`config.mk`:
```
export PLATFORM = sky130hd
export DESIGN_NAME = ex_muldiv_seq_flat
export DESIGN_NICKNAME = d
export VERILOG_FILES = /design/src/rtl/ex_muldiv_seq_if.sv /design/src/rtl/ex_muldiv_seq.sv /design/src/flat_wrapper.sv
export SDC_FILE = /design/constraint.sdc
export NUM_CORES = 1
export LEC_CHECK = 0
export CORE_MARGIN = 4
export CORE_UTILIZATION = 55
export CTS_BUF_LIST = sky130_fd_sc_hd__clkbuf_2
export DETAILED_ROUTE_END_ITERATION = 7
export PLACE_DENSITY = 0.75
export SLEW_MARGIN = 20
export SYNTH_ARGS = -nofsm -noshare
export SYNTH_HDL_FRONTEND = slang
export SYNTH_SLANG_ARGS = --single-unit
```
`constraint.sdc`:
```
create_clock -name clk -period 7.6 [get_ports clk]
set_clock_uncertainty 0.1 [all_clocks]
set_input_delay 1.52 -clock clk [delete_from_list [all_inputs] [get_ports clk]]
set_output_delay 1.52 -clock clk [all_outputs]
set_load 0.005 [all_outputs]
```
`src/rtl/ex_muldiv_seq_if.sv`:
```
// ex_muldiv_seq_if
// Handshake and operand bundle between the ID/EX pipeline register and the
// iterative multiply/divide unit.
//   master : pipeline side, drives start, op, is_word, rs1, rs2, kill
//   slave  : ex_muldiv_seq, drives hold_req, busy, result, result_valid
interface ex_muldiv_seq_if #(
  parameter int XLEN = 32
);
  logic            start;
  logic [3:0]      op;
  logic            is_word;
  logic [XLEN-1:0] rs1;
  logic [XLEN-1:0] rs2;
  logic            kill;
  logic            hold_req;
  logic            busy;
  logic [XLEN-1:0] result;
  logic            result_valid;

  modport master (output start, op, is_word, rs1, rs2, kill,
                  input  hold_req, busy, result, result_valid);
  modport slave  (input  start, op, is_word, rs1, rs2, kill,
                  output hold_req, busy, result, result_valid);
endinterface

```
`src/rtl/ex_muldiv_seq.sv`:
```
// ex_muldiv_seq
// Iterative M-extension unit for the EX stage. Radix-2 shift-add multiply and
// radix-2 restoring divide on operand magnitudes, with a sign fix-up when the
// result is formed. Holds ID/EX until the result is ready.
// Ports:
//   clk, reset_n  clock and asynchronous active-low reset
//   bus (slave)   start/op/is_word/rs1/rs2/kill in; hold_req/busy/result/
//                 result_valid out
//
// state  | meaning
// S_IDLE | waiting for start; operands latched on start & !kill
// S_BUSY | one iteration per cycle, counter counts N down to 1
// S_DONE | one-cycle result_valid pulse, always returns to S_IDLE
module ex_muldiv_seq #(
  parameter int XLEN = 32
) (
  input  logic           clk,
  input  logic           reset_n,
  ex_muldiv_seq_if.slave bus
);
  localparam int CW  = $clog2(XLEN) + 1;
  localparam int WSH = (XLEN == 64) ? 32 : 0;

  typedef enum logic [1:0] {S_IDLE, S_BUSY, S_DONE} state_t;

  state_t            state_q, state_d;
  logic [2:0]        op_q, op_d;
  logic              wm_q, wm_d;
  logic              neg_q, neg_d;    // product / quotient needs negation
  logic              nega_q, nega_d;  // dividend negative: remainder negation
  logic [CW-1:0]     cnt_q, cnt_d;
  logic [2*XLEN-1:0] acc_q, acc_d;    // mul: {hi, multiplier}; div: {rem, quo}
  logic [XLEN-1:0]   opnd_q, opnd_d;  // multiplicand or divisor magnitude
  logic [XLEN-1:0]   result_q, result_d;
  logic              valid_q, valid_d;

  function automatic logic [XLEN-1:0] sext32(input logic [31:0] v);
    return XLEN'($signed(v));
  endfunction

  // start-cycle operand decode
  logic [2:0]      eop;
  logic            sa, sb, wm_i, is_div_i, is_rem_i;
  logic            neg_a, neg_b, div_zero, div_ovf;
  logic [XLEN-1:0] a_ext, b_ext, mag_a, mag_b, min_val, spec_res, quo_init;

  always_comb begin
    eop      = bus.op[3] ? 3'd0 : bus.op[2:0];
    is_div_i = eop[2];
    is_rem_i = eop[2] & eop[1];
    sa       = !(eop == 3'd3 || eop == 3'd5 || eop == 3'd7);
    sb       = sa && (eop != 3'd2);
    wm_i     = bus.is_word && (XLEN == 64);
    a_ext    = bus.rs1;
    b_ext    = bus.rs2;
    if (wm_i) begin
      a_ext = sa ? sext32(bus.rs1[31:0]) : XLEN'(bus.rs1[31:0]);
      b_ext = sb ? sext32(bus.rs2[31:0]) : XLEN'(bus.rs2[31:0]);
    end
    neg_a    = sa & a_ext[XLEN-1];
    neg_b    = sb & b_ext[XLEN-1];
    mag_a    = neg_a ? -a_ext : a_ext;
    mag_b    = neg_b ? -b_ext : b_ext;
    min_val  = wm_i ? sext32(32'h8000_0000) : {1'b1, {(XLEN-1){1'b0}}};
    div_zero = (b_ext == '0);
    div_ovf  = sb && (a_ext == min_val) && (b_ext == '1);
    if (div_zero) spec_res = is_rem_i ? a_ext : '1;
    else          spec_res = is_rem_i ? '0 : a_ext;
    if (wm_i) spec_res = sext32(spec_res[31:0]);
    // word-mode dividend sits in the top half so N=32 shifts consume it
    quo_init = wm_i ? (mag_a << WSH) : mag_a;
  end

  // one iteration plus the result that would follow from it
  logic [XLEN:0]     mul_sum, div_diff;
  logic [2*XLEN-1:0] acc_nx, mul_full, mul_fix;
  logic [XLEN-1:0]   mul_sel, div_sel, fin_val;

  always_comb begin
    mul_sum  = {1'b0, acc_q[2*XLEN-1:XLEN]} + {1'b0, opnd_q};
    div_diff = acc_q[2*XLEN-1:XLEN-1] - {1'b0, opnd_q};
    if (!op_q[2])         acc_nx = acc_q[0] ? {mul_sum, acc_q[XLEN-1:1]} : {1'b0, acc_q[2*XLEN-1:1]};
    else if (div_diff[XLEN]) acc_nx = {acc_q[2*XLEN-2:0], 1'b0};
    else                  acc_nx = {div_diff[XLEN-1:0], acc_q[XLEN-2:0], 1'b1};

    // after 32 iterations in word mode the product sits 32 bits high
    mul_full = wm_q ? (acc_nx >> WSH) : acc_nx;
    mul_fix  = neg_q ? -mul_full : mul_full;
    if (op_q == 3'd0) mul_sel = mul_fix[XLEN-1:0];
    else if (wm_q)    mul_sel = XLEN'(mul_fix[63:32]);
    else              mul_sel = mul_fix[2*XLEN-1:XLEN];

    if (op_q[1]) div_sel = nega_q ? -acc_nx[2*XLEN-1:XLEN] : acc_nx[2*XLEN-1:XLEN];
    else         div_sel = neg_q  ? -acc_nx[XLEN-1:0]      : acc_nx[XLEN-1:0];

    fin_val = op_q[2] ? div_sel : mul_sel;
    if (wm_q) fin_val = sext32(fin_val[31:0]);
  end

  always_comb begin
    state_d  = state_q;
    op_d     = op_q;
    wm_d     = wm_q;
    neg_d    = neg_q;
    nega_d   = nega_q;
    cnt_d    = cnt_q;
    acc_d    = acc_q;
    opnd_d   = opnd_q;
    result_d = result_q;
    valid_d  = 1'b0;
    case (state_q)
      S_IDLE: begin
        if (bus.start && !bus.kill) begin
          op_d   = eop;
          wm_d   = wm_i;
          neg_d  = neg_a ^ neg_b;
          nega_d = neg_a;
          cnt_d  = wm_i ? CW'(32) : CW'(XLEN);
          if (is_div_i && (div_zero || div_ovf)) begin
            result_d = spec_res;
            valid_d  = 1'b1;
            state_d  = S_DONE;
          end else begin
            opnd_d  = is_div_i ? mag_b : mag_a;
            acc_d   = is_div_i ? {{XLEN{1'b0}}, quo_init} : {{XLEN{1'b0}}, mag_b};
            state_d = S_BUSY;
          end
        end
      end
      S_BUSY: begin
        acc_d = acc_nx;
        cnt_d = cnt_q - CW'(1);
        if (cnt_q == CW'(1)) begin
          result_d = fin_val;
          valid_d  = 1'b1;
          state_d  = S_DONE;
        end
      end
      S_DONE:  state_d = S_IDLE;
      default: state_d = S_IDLE;
    endcase
    if (bus.kill) begin
      state_d  = S_IDLE;
      valid_d  = 1'b0;
      result_d = result_q;
    end
  end

  always_ff @(posedge clk or negedge reset_n) begin
    if (!reset_n) begin
      state_q  <= S_IDLE;
      op_q     <= '0;
      wm_q     <= 1'b0;
      neg_q    <= 1'b0;
      nega_q   <= 1'b0;
      cnt_q    <= '0;
      acc_q    <= '0;
      opnd_q   <= '0;
      result_q <= '0;
      valid_q  <= 1'b0;
    end else begin
      state_q  <= state_d;
      op_q     <= op_d;
      wm_q     <= wm_d;
      neg_q    <= neg_d;
      nega_q   <= nega_d;
      cnt_q    <= cnt_d;
      acc_q    <= acc_d;
      opnd_q   <= opnd_d;
      result_q <= result_d;
      valid_q  <= valid_d;
    end
  end

  // combinational so ID/EX stalls in the start cycle itself
  assign bus.hold_req     = ((state_q == S_IDLE) && bus.start && !bus.kill) || (state_q == S_BUSY);
  assign bus.busy         = (state_q != S_IDLE);
  assign bus.result       = result_q;
  assign bus.result_valid = valid_q && !bus.kill;
endmodule

```
`src/flat_wrapper.sv`:
```
// flat-port wrapper written by rule: the top's interface ports become plain ports
module ex_muldiv_seq_flat 
#(
  parameter int XLEN = 32
)
  (clk, reset_n, bus_start, bus_op, bus_is_word, bus_rs1, bus_rs2, bus_kill, bus_hold_req, bus_busy, bus_result, bus_result_valid);
  ex_muldiv_seq_if #(.XLEN(XLEN)) bus_i ();
  input  logic clk;
  input  logic reset_n;
  input wire logic [$bits(bus_i.start)-1:0] bus_start;
  input wire logic [$bits(bus_i.op)-1:0] bus_op;
  input wire logic [$bits(bus_i.is_word)-1:0] bus_is_word;
  input wire logic [$bits(bus_i.rs1)-1:0] bus_rs1;
  input wire logic [$bits(bus_i.rs2)-1:0] bus_rs2;
  input wire logic [$bits(bus_i.kill)-1:0] bus_kill;
  output wire logic [$bits(bus_i.hold_req)-1:0] bus_hold_req;
  output wire logic [$bits(bus_i.busy)-1:0] bus_busy;
  output wire logic [$bits(bus_i.result)-1:0] bus_result;
  output wire logic [$bits(bus_i.result_valid)-1:0] bus_result_valid;
  assign bus_i.start = bus_start;
  assign bus_i.op = bus_op;
  assign bus_i.is_word = bus_is_word;
  assign bus_i.rs1 = bus_rs1;
  assign bus_i.rs2 = bus_rs2;
  assign bus_i.kill = bus_kill;
  assign bus_hold_req = bus_i.hold_req;
  assign bus_busy = bus_i.busy;
  assign bus_result = bus_i.result;
  assign bus_result_valid = bus_i.result_valid;
  ex_muldiv_seq #(.XLEN(XLEN)) u_core (.clk(clk), .reset_n(reset_n), .bus(bus_i));
endmodule
```
After elaboration in Yosys (flattened, before gate mapping)
Cells that the tools add are included.

Mux-type cells: 36. Bitwise gates (word level): 6. Add/sub/neg operators: 8. Divide/modulo/power cells: 0. Shifts and indexed selects: 0. Reductions and logical operators: 25. Equal/unequal tests: 14. Magnitude comparators: 0. Multiply operators: 0.

Operator list (count): $mux W32 (15); $mux W64 (6); $neg A32 Y32 (4); $pmux W64 S2 (1); $eq A32 B32 Y1 const B (2); $neg A64 Y64 (1); $pmux W32 S2 (1); $add A32 B32 Y33 (1); $sub A33 B32 Y33 (1); $logic_not A32 Y1 (1); $pmux W6 S2 (1); $ne A3 B2 Y1 const B (3); $logic_and A1 B1 Y1 (8); $mux W2 (4); $eq A3 B3 Y1 const B (2); $eq A6 B1 Y1 const B (1); $mux W6 (1); $ne A2 B1 Y1 const B (3); $reduce_and A2 Y1 (3); $reduce_and A3 Y1 (2); $sub A6 B1 Y6 const B (1); $reduce_and A5 Y1 (1); $logic_or A1 B1 Y1 (4); $mux W1 (4); 13 further kinds (18).

Register bits: 142. Logic and storage cells: 98. Memories kept: 0. Output and inout port bits: 35. Input port bits: 73. Latch bits: 0. Memory bits (writable): 0. Bits in read-only memories: 0.

Logic depth before layout (Yosys ltp)
Depth after elaboration: 14. Depth in mapped cells: 25.

Worst setup path before layout
No wires, ideal clock.

Path type: reg-to-reg. Start: reg u_core.acc_q[31]. End: reg u_core.result_q[20] (netlist: u_core.bus.result[20]). Data required time: 7.378 ns. Stages on the path, launching flop included: 23. Arrival time: 5.377 ns. Setup time: 0.122 ns. Path slack: 2.001 ns. Cell sequence: dfrtp_1 inv_1 ha_1 fa_1 nand2b_1 a211o_1 a32oi_2 a21o_1 a21oi_4 xnor2_2 buf_6 buf_6 nand2_1 a21boi_0 ha_1 o21ai_0 or4_1 nand2b_1 or2_2 or4_1 o21ai_1 mux2i_1 a32o_1.

Longest elaborated chain between the ends: 9. Elaborated cells on any way between the ends: 15.

RTL lines: start: declaration (line ex_muldiv_seq.sv:32) `logic [2*XLEN-1:0] acc_q, acc_d;`; start signal: assignment (line ex_muldiv_seq.sv:157) `acc_q <= '0;`; start signal: assignment (line ex_muldiv_seq.sv:168) `acc_q <= acc_d;`; $sub A33 B32 Y33 (line ex_muldiv_seq.sv:81) `div_diff = acc_q[2*XLEN-1:XLEN-1] - {1'b0, opnd_q};`; $mux W64 (line ex_muldiv_seq.sv:83) `else if (div_diff[XLEN]) acc_nx = {acc_q[2*XLEN-2:0], 1'b0};`; $mux W64 * (line ex_muldiv_seq.sv:82) `if (!op_q[2]) acc_nx = acc_q[0] ? {mul_sum, acc_q[XLEN-1:1]} : {1'b0, acc_q[2*XLEN-1:1]};`; $neg A64 Y64 (tied with other cells) (line ex_muldiv_seq.sv:88) `mul_fix = neg_q ? -mul_full : mul_full;`; $mux W64 (tied with other cells) (line ex_muldiv_seq.sv:88); $mux W32 (on tied branches) (line ex_muldiv_seq.sv:89, ex_muldiv_seq.sv:93); $mux W32 * (line ex_muldiv_seq.sv:96) `fin_val = op_q[2] ? div_sel : mul_sel;`; $mux W32 * (line ex_muldiv_seq.sv:133) `if (cnt_q == CW'(1)) begin`; $pmux W32 S2 * (line ex_muldiv_seq.sv:111) `case (state_q)`; end signal: assignment (line ex_muldiv_seq.sv:170) `result_q <= result_d;`; end: declaration (line ex_muldiv_seq.sv:34) `logic [XLEN-1:0] result_q, result_d;`.

Mark *: on every way between the ends. The rest lies on a longest branch, timed or not. The select of a mux whose other input is x is not followed. A chain may end at the register's enable or synchronous reset.

Worst setup path in the final report
Start: reg u_core.opnd_q[23]. End: reg u_core.result_q[26] (netlist: u_core.bus.result[26]).

Longest elaborated chain between the ends: 9. Elaborated cells on any way between the ends: 16.

RTL lines: start: declaration (line ex_muldiv_seq.sv:33) `logic [XLEN-1:0] opnd_q, opnd_d;`; start signal: assignment (line ex_muldiv_seq.sv:169) `opnd_q <= opnd_d;`; $sub A33 B32 Y33 or $add A32 B32 Y33 (tied branches) (line ex_muldiv_seq.sv:81, ex_muldiv_seq.sv:80); $mux W64 (on tied branches) (line ex_muldiv_seq.sv:83, ex_muldiv_seq.sv:82); $mux W64 * (line ex_muldiv_seq.sv:82); $neg A64 Y64 (tied with other cells) (line ex_muldiv_seq.sv:88); $mux W64 (tied with other cells) (line ex_muldiv_seq.sv:88); $mux W32 (on tied branches) (line ex_muldiv_seq.sv:89, ex_muldiv_seq.sv:93); $mux W32 * (line ex_muldiv_seq.sv:96); $mux W32 * (line ex_muldiv_seq.sv:133); $pmux W32 S2 * (line ex_muldiv_seq.sv:111).

Marked as above.

==> results.yml <==
critical_path:
  required_ns: 8.27
  r2r_setup_slack_ns: 0.90
  r2r_start: "u_core.opnd_q[23]"
  worst_setup_path_end_kind: "register"
  arrival_ns: 7.36
  crit_fanout: 17
  r2r-end: "u_core.bus.result[26]"
  startpoint_type: "register"
  critPathKind: "reg -> reg"
  r2r_cells: 22
logic_synthesis:
  synthMuxAreaShare_pct: 8.29
  avgSynthCellArea_um2: 7.41
  synth_area_um2: 17200
  synth_adder_area_share_pct: 5.41
  synth_ff_type: "dfrtp_1"
  ys_ff_latch: 142
  synth_cell_types: 103
  synth_top_family_by_area: "compound AO/OA/AOI/OAI gates"
  syn_inst: 2319
  synth_edf_count: 0
  synth.net_count: 2465
  synth_compound_area_share_pct: 29.1
  ys_seq_area_share_pct: 20.7
  synthXorXnorAreaFrac_pct: 8.25
  synthSimpleGateAreaFrac_pct: 23.0
  yosysWarnings: 0
  async_flop_share_pct: 100
sta:
  slew_headroom_pct: 20.3
  finalCritPeriodShare_pct: 88.1
  finalSetupTns_ns: 0
  finalSetupViolCount: 0
  fmax_mhz: 149
  rsz0062_at_grt: "no"
  hold_ws_ns: 0.408
  drv_slew: 0
  worst_slew_pin_slew_ns: 1.18
  final_hold_viol_count: 0
  min_period_ns: 6.70
drt:
  first_iter_violations: 2641
  wirelength_um: 72400
  drt-wirelength-per-cell_um: 26.3
  via_per_inst: 6.99
  final_antenna_net_count: 0
  route.vias.total: 19300
  route.detailed.drc: 0
  firstDrtPassIters: 6
clock_tree:
  numCtsBuffers: 17
  cts_tree: "built"
  clk_pin_slew_ns: 0.26
  cts.sinks: 142
  cts_root_buf: "clkbuf_2"
  cts_resized: 0
  cts_hold_buf: 0
  htree_levels: 4
  cts_buffer_depth: 2
  clock_latency_ns: 0.89
  cts_setup_buffers: 0
cells_and_area:
  final_area_um2: 18900
  area_growth_pct: 9.84
  final_util_pct: 61.5
  fillers: 2831
  layout.cells.non_filler: 2756
  final_cell_mix: "nand2_1 (268), o21ai_0 (235), a21oi_1 (173), nor2_1 (162), dfrtp_1 (141)"
  final_common_cell: "nand2_1"
  nets: 2491
  final_layout_size_suffix_gt1_share_pct: 7.51
job:
  drv_cap: 0
hold_path:
  min_to: "u_core.cnt_q[4]"
  min_from: "u_core.cnt_q[4]"
  holdCritPathClass: "reg -> reg"
  min_path_cells: 1
die:
  die_x_um: 185
  dieHeight_um: 185
  die_area_um2: 34100
  io_pins: 108
  core-area_um2: 30700
  row_count: 64
  initial_core_util_pct: 56.0
place:
  place_area_um2: 18500
  gp_congestion: 1.07
  dp_cells: 2722
  dp_hpwl_um: 56400
  port_buffers: 106
global_routing:
  grt.total_usage_pct: 41.8
  grt_overflow_total: 0
  grt_first_pass_wirelength_um: 109000
  grt_pass1_vias: 18100
  antenna_found_initial: 3
  grt_max_degree: 98
power_and_ir_drop:
  ir_drop_mv: 0.232
  p_per_area_nw_per_um2: 435
  leakage_nw: 7.50
status:
  status: "finished clean"
## metal layers
metal | wire length (µm) | share of wire, % | global-route usage (%) | up-vias
li1 | - | - | - | 8645
met1 | 27700 | 38 | 53.2 | 9156
met2 | 32100 | 44 | 66.4 | 1197
met3 | 7790 | 11 | 9.69 | 273
met4 | 4820 | 6.7 | 21.4 | 0
met5 | 0 | 0 | 0 | -
## synth_stat cells, types with 59 or more instances
library cell,instances,area (µm²)
nand2_1,269,1010
nand3_1,59,295
mux2i_1,104,1040
ha_1,71,888
clkbuf_1,104,390
nor3_1,78,390
nor2_1,162,608
xnor2_1,103,902
o21ai_0,235,1180
a21oi_1,174,871
inv_1,81,304
dfrtp_1,142,3550
## cell type report
cell class | instances | area (µm²) | share of cell area [%]
clock buffer | 18 | 90.1 | 0.478
sequential | 142 | 3560 | 18.9
inverter | 83 | 312 | 1.65
timing repair buffer | 151 | 1400 | 7.42
antenna | 4 | 10.0 | 0.0531
tap | 396 | 495 | 2.63
clock inverter | 12 | 243 | 1.29
multi-input combinational | 1950 | 12800 | 67.6
## critical path: stages (launching register included)
cell	delay (ns)
dfrtp_1	0.52
inv_1	0.08
ha_1	0.41
a21oi_1	0.26
o21ai_1	0.17
a211o_1	0.27
a221o_1	0.42
a21oi_4	0.59
xnor2_2	0.12
nand2_1	0.19
a21boi_0	0.39
ha_1	0.24
o21ai_0	0.25
or4_1	0.67
nand2b_1	0.23
nor2_1	0.21
nand2_1	0.15
nand2_1	0.19
nand3_1	0.22
o41ai_2	0.40
xnor2_1	0.12
a221oi_2	0.25
a21oi_1	0.10
## metrics by stage
| stage | setup slack (ns) | power [mW] |
|---|---|---|
| 4_1_cts | 1.15 | 7.95 |
| 5_1_grt | 0.665 | 8.68 |
| 3_3_place_gp | 1.30 | 7.19 |
| 2_1_floorplan | 2.00 | 5.38 |
| 6_report | 0.904 | 8.20 |
| 3_5_place_dp | 1.18 | 7.30 |
## cell families (layout without fill, tap and decap cells)
group           Yosys count  after routing
flops                   142            142
simple gates            809            809
fa+ha+maj                73             73
mux                     138            138
buf+inv                 227            264
compound gates          769            769
other cells               0              4
xor+xnor                161            161
## sequential cells by signal, summed over array words and instances, names as in the netlist
name and cells:
u_core.cnt_q 6, u_core.op_q 3, u_core.acc_q 64, u_core.bus.result 32
u_core.opnd_q 32, u_core.valid_q 1, u_core.neg_q 1, u_core.state_q 2
u_core.nega_q 1
## report_power, final
part           leakage [nW]  internal [mW]  switching (mW)
combinational          5.55           2.19            3.95
clock                 0.185          0.312           0.324
sequential             1.76           1.02           0.402
## how the worst max path moves through the flow
stage	startpoint	end	slack [ns]	depth (start not counted)
after floorplan	u_core.acc_q[31]	u_core.bus.result[20]	2.00	22
after global placement	bus_rs2[16]	u_core.bus.result[28]	1.30	16
after detailed placement	u_core.acc_q[50]	u_core.bus.result[26]	1.18	21
after CTS	u_core.acc_q[50]	u_core.bus.result[26]	1.15	21
after global routing	u_core.opnd_q[23]	u_core.bus.result[14]	0.66	22
final	u_core.opnd_q[23]	u_core.bus.result[26]	0.90	22
No activity file was read; power rests on OpenSTA's default activity.
